**src/rtl/uart_com_port.sv**
```systemverilog
// 8N1 UART endpoint for the memory controller's COM interface: TX serialiser,
// RX deserialiser with a one-byte holding register and ack-edge handshake.
module uart_com_port #(
  parameter int CLK_FREQ = 50000000,
  parameter int BAUD     = 115200
) (
  input  logic       clk50M,
  input  logic       rst,
  input  logic       enable_com_write,
  input  logic [7:0] com_data_out,
  output logic       com_write_ready,
  output logic [7:0] com_data_in,
  output logic       com_read_ready,
  input  logic       int_com_ack,
  output logic       rx_overrun,
  output logic       rx_frame_err,
  output logic       uart_txd,
  input  logic       uart_rxd
);

  // Clocks per bit; the mid-bit sampling scheme needs DIV >= 4.
  localparam int DIV   = CLK_FREQ / BAUD;
  localparam int CNT_W = $clog2(DIV);
  localparam logic [CNT_W-1:0] CNT_FULL = CNT_W'(DIV - 1);
  localparam logic [CNT_W-1:0] CNT_HALF = CNT_W'(DIV / 2);
  localparam logic [CNT_W-1:0] CNT_ONE  = CNT_W'(1);

  typedef enum logic [1:0] {
    S_IDLE,
    S_START,
    S_DATA,
    S_STOP
  } state_t;

  state_t           tx_state, tx_state_nxt;
  logic [CNT_W-1:0] tx_cnt;
  logic [2:0]       tx_bit;
  logic [7:0]       tx_sh;
  logic             tx_tick;
  logic             tx_accept;

  always_comb begin
    tx_state_nxt    = tx_state;
    tx_tick         = (tx_cnt == '0);
    tx_accept       = 1'b0;
    uart_txd        = 1'b1;
    com_write_ready = 1'b0;
    case (tx_state)
      S_IDLE: begin
        com_write_ready = 1'b1;
        if (enable_com_write) begin
          tx_accept    = 1'b1;
          tx_state_nxt = S_START;
        end
      end
      S_START: begin
        uart_txd = 1'b0;
        if (tx_tick) tx_state_nxt = S_DATA;
      end
      S_DATA: begin
        uart_txd = tx_sh[0];
        if (tx_tick && tx_bit == 3'd7) tx_state_nxt = S_STOP;
      end
      S_STOP: begin
        if (tx_tick) tx_state_nxt = S_IDLE;
      end
      default: tx_state_nxt = S_IDLE;
    endcase
  end

  // The bit timer is held at full count in IDLE so every state lasts exactly DIV clocks.
  always_ff @(posedge clk50M) begin
    if (rst) begin
      tx_state <= S_IDLE;
      tx_cnt   <= CNT_FULL;
      tx_bit   <= 3'd0;
    end else begin
      tx_state <= tx_state_nxt;
      if (tx_state == S_IDLE || tx_tick) tx_cnt <= CNT_FULL;
      else                               tx_cnt <= tx_cnt - CNT_ONE;
      if (tx_state == S_IDLE)                tx_bit <= 3'd0;
      else if (tx_state == S_DATA && tx_tick) tx_bit <= tx_bit + 3'd1;
    end
  end

  always_ff @(posedge clk50M) begin
    if (tx_accept)                         tx_sh <= com_data_out;
    else if (tx_state == S_DATA && tx_tick) tx_sh <= {1'b0, tx_sh[7:1]};
  end

  // RX synchroniser: p0/p1 form the 2-FF chain, p2 is the previous synchronised value.
  logic rxd_p0, rxd_p1, rxd_p2;

  always_ff @(posedge clk50M) begin
    if (rst) begin
      rxd_p0 <= 1'b1;
      rxd_p1 <= 1'b1;
      rxd_p2 <= 1'b1;
    end else begin
      rxd_p0 <= uart_rxd;
      rxd_p1 <= rxd_p0;
      rxd_p2 <= rxd_p1;
    end
  end

  state_t           rx_state, rx_state_nxt;
  logic [CNT_W-1:0] rx_cnt;
  logic [2:0]       rx_bit;
  logic [7:0]       rx_sh;
  logic             rx_tick;
  logic             rx_fall;
  logic             rx_load;
  logic             rx_ferr;

  always_comb begin
    rx_state_nxt = rx_state;
    rx_tick      = (rx_cnt == '0);
    rx_fall      = rxd_p2 & ~rxd_p1;
    rx_load      = 1'b0;
    rx_ferr      = 1'b0;
    case (rx_state)
      S_IDLE: begin
        if (rx_fall) rx_state_nxt = S_START;
      end
      S_START: begin
        if (rx_tick) rx_state_nxt = rxd_p1 ? S_IDLE : S_DATA;
      end
      S_DATA: begin
        if (rx_tick && rx_bit == 3'd7) rx_state_nxt = S_STOP;
      end
      S_STOP: begin
        // Leave mid stop bit so the next start edge is never missed.
        if (rx_tick) begin
          rx_state_nxt = S_IDLE;
          rx_load      = rxd_p1;
          rx_ferr      = ~rxd_p1;
        end
      end
      default: rx_state_nxt = S_IDLE;
    endcase
  end

  always_ff @(posedge clk50M) begin
    if (rst) begin
      rx_state <= S_IDLE;
      rx_cnt   <= CNT_HALF;
      rx_bit   <= 3'd0;
    end else begin
      rx_state <= rx_state_nxt;
      if (rx_state == S_IDLE) rx_cnt <= CNT_HALF;
      else if (rx_tick)       rx_cnt <= CNT_FULL;
      else                    rx_cnt <= rx_cnt - CNT_ONE;
      if (rx_state == S_IDLE)                rx_bit <= 3'd0;
      else if (rx_state == S_DATA && rx_tick) rx_bit <= rx_bit + 3'd1;
    end
  end

  always_ff @(posedge clk50M) begin
    if (rx_state == S_DATA && rx_tick) rx_sh <= {rxd_p1, rx_sh[7:1]};
  end

  // Holding register and handshake: a byte load outranks a same-cycle ack edge.
  logic ack_d;
  logic ack_rise;

  assign ack_rise = int_com_ack & ~ack_d;

  always_ff @(posedge clk50M) begin
    if (rst) begin
      ack_d          <= 1'b0;
      com_data_in    <= 8'h00;
      com_read_ready <= 1'b0;
      rx_overrun     <= 1'b0;
      rx_frame_err   <= 1'b0;
    end else begin
      ack_d        <= int_com_ack;
      rx_frame_err <= rx_ferr;
      if (rx_load) begin
        com_data_in    <= rx_sh;
        com_read_ready <= 1'b1;
        if (com_read_ready) rx_overrun <= 1'b1;
      end else if (ack_rise) begin
        com_read_ready <= 1'b0;
      end
    end
  end

endmodule

```
**config.mk**
```make
export PLATFORM = sky130hd
export DESIGN_NAME = uart_com_port
export DESIGN_NICKNAME = d
export VERILOG_FILES = /design/src/rtl/uart_com_port.sv
export SDC_FILE = /design/constraint.sdc
export NUM_CORES = 1
export LEC_CHECK = 0
export CAP_MARGIN = 25
export CORE_MARGIN = 2
export CORE_UTILIZATION = 30
export CTS_CLUSTER_SIZE = 28
export DETAILED_ROUTE_END_ITERATION = 10
export PLACE_DENSITY = 0.59
export SLEW_MARGIN = 15
export SYNTH_ARGS = -nofsm -noshare
export SYNTH_HDL_FRONTEND = slang
export SYNTH_SLANG_ARGS = --single-unit
```
**constraint.sdc**
```tcl
create_clock -name clk50M -period 2.55 [get_ports clk50M]
set_input_delay 0.3825 -clock clk50M [delete_from_list [all_inputs] [get_ports clk50M]]
set_output_delay 0.3825 -clock clk50M [all_outputs]
set_load 0.005 [all_outputs]
```
==> impl_metrics.yaml <==
global_routing:
  globalRouteTotalUtil_pct: 11.2
  grt_max_degree: 13
  grt_pass1_wl_um: 7570
  grt_pass1_vias: 1658
  grt-ovfl-total: 0
  antenna_found_initial: 0
synth:
  synth_most_common_cell: "dfxtp_1"
  avgSynthCellArea_um2: 10.5
  synthArstFlopShare_pct: 0
  ys_types: 42
  seq_area_frac_synth_pct: 54.9
  synthTopCellsByArea: "dfxtp_1 35%, edfxtp_1 20%, ha_1 5.6%, nor2_1 4.1%, mux2i_1 3.3%"
  synth_edf_count: 16
  ys_top_cells_by_count: "43 x dfxtp_1, 27 x nor2_1, 21 x nand2_1"
  yosysWarnings: 0
  synth_cells: 232
  synth_top_area_share_pct: 35.2
  synth_top_area_cell: "dfxtp_1"
  netlist_area_um2: 2440
  synth-seq-cells: 59
  syn_nets: 256
  synth-main-ff-cell: "dfxtp_1"
place:
  port_buffers: 25
  place.detailed.hpwl_um: 3190
  place_inst: 359
  gp_congestion: 0.767
worst_setup_path:
  worstPathArrival_ps: 1740
  crit_type: "flop to output pin"
  critPathRequiredTime_ps: 2170
  critical-path-max-stage-delay_ps: 520
  crit_chain: "inv_1 -> ha_1 -> o21ai_0 -> clkdlybuf4s50_1"
  cp_max_fo: 6
  critPathSlowestCell: "clkdlybuf4s50_1"
  startpoint_type: "flop"
  rr_startpoint: "rx_cnt[0]"
  crit_path_end_kind: "output pin"
  rrSetupSlack_ps: 620
  reg2reg_depth: 6
clock_tree:
  cts_num_sinks: 59
  cts_resized: 0
  post_cts_buffers: 0
  cts_tree: "done"
  clk_latency_ps: 330
  cts_buffers: 9
  cts_hold_buf: 0
  clk_root_buffer_cell: "clkbuf_8"
  cts.reportedPaths.clkPinSlew_ps: 60
  cts_max_level: 3
  ctsLongestPathBuffers: 2
detailed_routing:
  avgRoutedWirePerCell_um: 12.0
  dr.pass1.iters: 4
  vias_per_cell: 4.73
  first_iter_violations: 81
  vias: 1774
  detail-route-antenna-nets: 0
  drc: 0
  wirelength_um: 4510
floorplanning:
  die-area_um2: 8890
  die_h_um: 94.3
  io_pins: 26
  die-width_um: 94.3
  coreArea_um2: 7810
  initial_core_util_pct: 31.3
  rows: 32
hold_path:
  whs_path_depth: 1
  min_to: "rxd_p1"
  hold_path_class: "flop to flop"
  holdCritStartpoint: "rxd_p0"
timing:
  worst_pin_slew_ps: 563
  fin_setup_tns_ps: 0
  finalSetupViolations: 0
  min_period_ps: 2120
  hold_viol_final: 0
  rsz0062_at_grt: "false"
  drv_slew: 0
  post-route-period-util_pct: 83.2
  fin_hold_ws_ps: 409
  timing.slew.headroom_pct: 62.2
  fin_skew_ps: 8.86
  fmax_mhz: 472
final_layout:
  instances_no_fill: 375
  area_delta_synth_final_pct: 24.8
  fin_nets: 292
  n_fill_cell: 759
  antenna_cells: 0
  drive_gt1_share_pct: 13.2
power_and_ir_drop:
  ir_drop_v: 0.000234
  p_leak_nw: 1.15
  power_density_nw_per_um2: 804
run_status:
  status: "finished, final reports clean"
job:
  drv_cap: 0
[cell type report]
cell class | count | area, µm² | area share [%]
sequential | 59 | 1340 | 44.0
multi-input combinational | 158 | 1040 | 34.2
timing repair buffer | 31 | 295 | 9.68
clock buffer | 11 | 131 | 4.31
tap | 102 | 128 | 4.18
clock inverter | 5 | 77.6 | 2.54
inverter | 9 | 33.8 | 1.11
[power breakdown]
part,switching (W),internal (W),total (W),leakage (nW)
sequential,0.0000430,0.00106,0.00111,0.497
combinational,0.000232,0.000213,0.000445,0.548
clock,0.000356,0.000547,0.000904,0.103
[sequential cells by signal (all words and copies together) (netlist names), named ones only]
name,count
tx_bit,3
rx_cnt,9
rx_frame_err,1
ack_d,1
tx_cnt,9
com_data_in,8
rxd_p0,1
rx_state,1
com_read_ready,1
rx_sh,8
rx_overrun,1
rxd_p1,1
rx_bit,3
tx_state,2
tx_sh,8
rxd_p2,1
[cells in the final DEF, fill, tap and decap left out, types with 2 or more instances in the layout]
master            n
clkbuf_8          9
clkinv_2          2
dfxtp_1          43
inv_1             9
o211ai_1          2
clkdlybuf4s50_1  25
nand4_1           3
bufinv_16         2
nand2_1          21
nor4b_1           3
xor2_1            4
nor2b_1           2
ha_1             11
xnor2_1           7
nor2_1           27
a21oi_1          10
mux2i_1           8
and2_1            2
nand3_1           7
or2_2             3
o21ai_0          12
nor3_1            8
edfxtp_1         16
clkbuf_1          2
buf_4             6
mux2_2            7
nor4_1            3
[cells by family (layout without fill, tap and decap cells)]
| group | count (synthesis) | count (layout) | synth area share (%) |
|---|---|---|---|
| flip-flops | 59 | 59 | 54.9 |
| multiplexers | 15 | 15 | 6.50 |
| AND/OR/NAND/NOR | 89 | 89 | 18.7 |
| adder cells (fa/ha/maj) | 11 | 11 | 5.63 |
| XOR/XNOR | 11 | 11 | 3.94 |
| AO/OA/AOI/OAI | 32 | 32 | 7.93 |
| buffers and inverters | 15 | 56 | 2.40 |
[how the worst max path moves through the flow]
stage                     depth (start not counted)        start  slack (ps)  endpoint
after floorplan                                   5    rx_cnt[0]         710  rx_sh[0]
after global placement                            6    rx_cnt[0]         670      flop
after detailed placement                          6    rx_cnt[0]         620      flop
after CTS                                         4  tx_state[0]         410  uart_txd
after global routing                              4  tx_state[0]         310  uart_txd
final                                             4  tx_state[0]         430  uart_txd
[routing by layer]
layer	GRT usage [%]	wire length, µm	vias up
li1	-	-	899
met1	13.4	2160	829
met2	17.7	2020	36
met3	3.05	213	10
met4	6.88	116	0
met5	0	0	-
[critical path: cells and delay by family, from the launching register on]
kind	cells	cell delay (ps)
buffers and inverters	2	620
flip-flops	1	360
adder cells (fa/ha/maj)	1	280
AO/OA/AOI/OAI	1	160
[stage by stage]
step           power [W]  worst slack (ps)  util [%]  cell area, µm²
6_report         0.00245               430      39.1            3050
5_1_grt          0.00258               307      39.1            3050
4_1_cts          0.00248               409      39.1            3050
3_5_place_dp     0.00157               624      36.4            2840
3_3_place_gp     0.00156               668      36.4            2840
2_1_floorplan    0.00142               708         -            2440
Note: power is estimated with default switching activity, not from simulation.
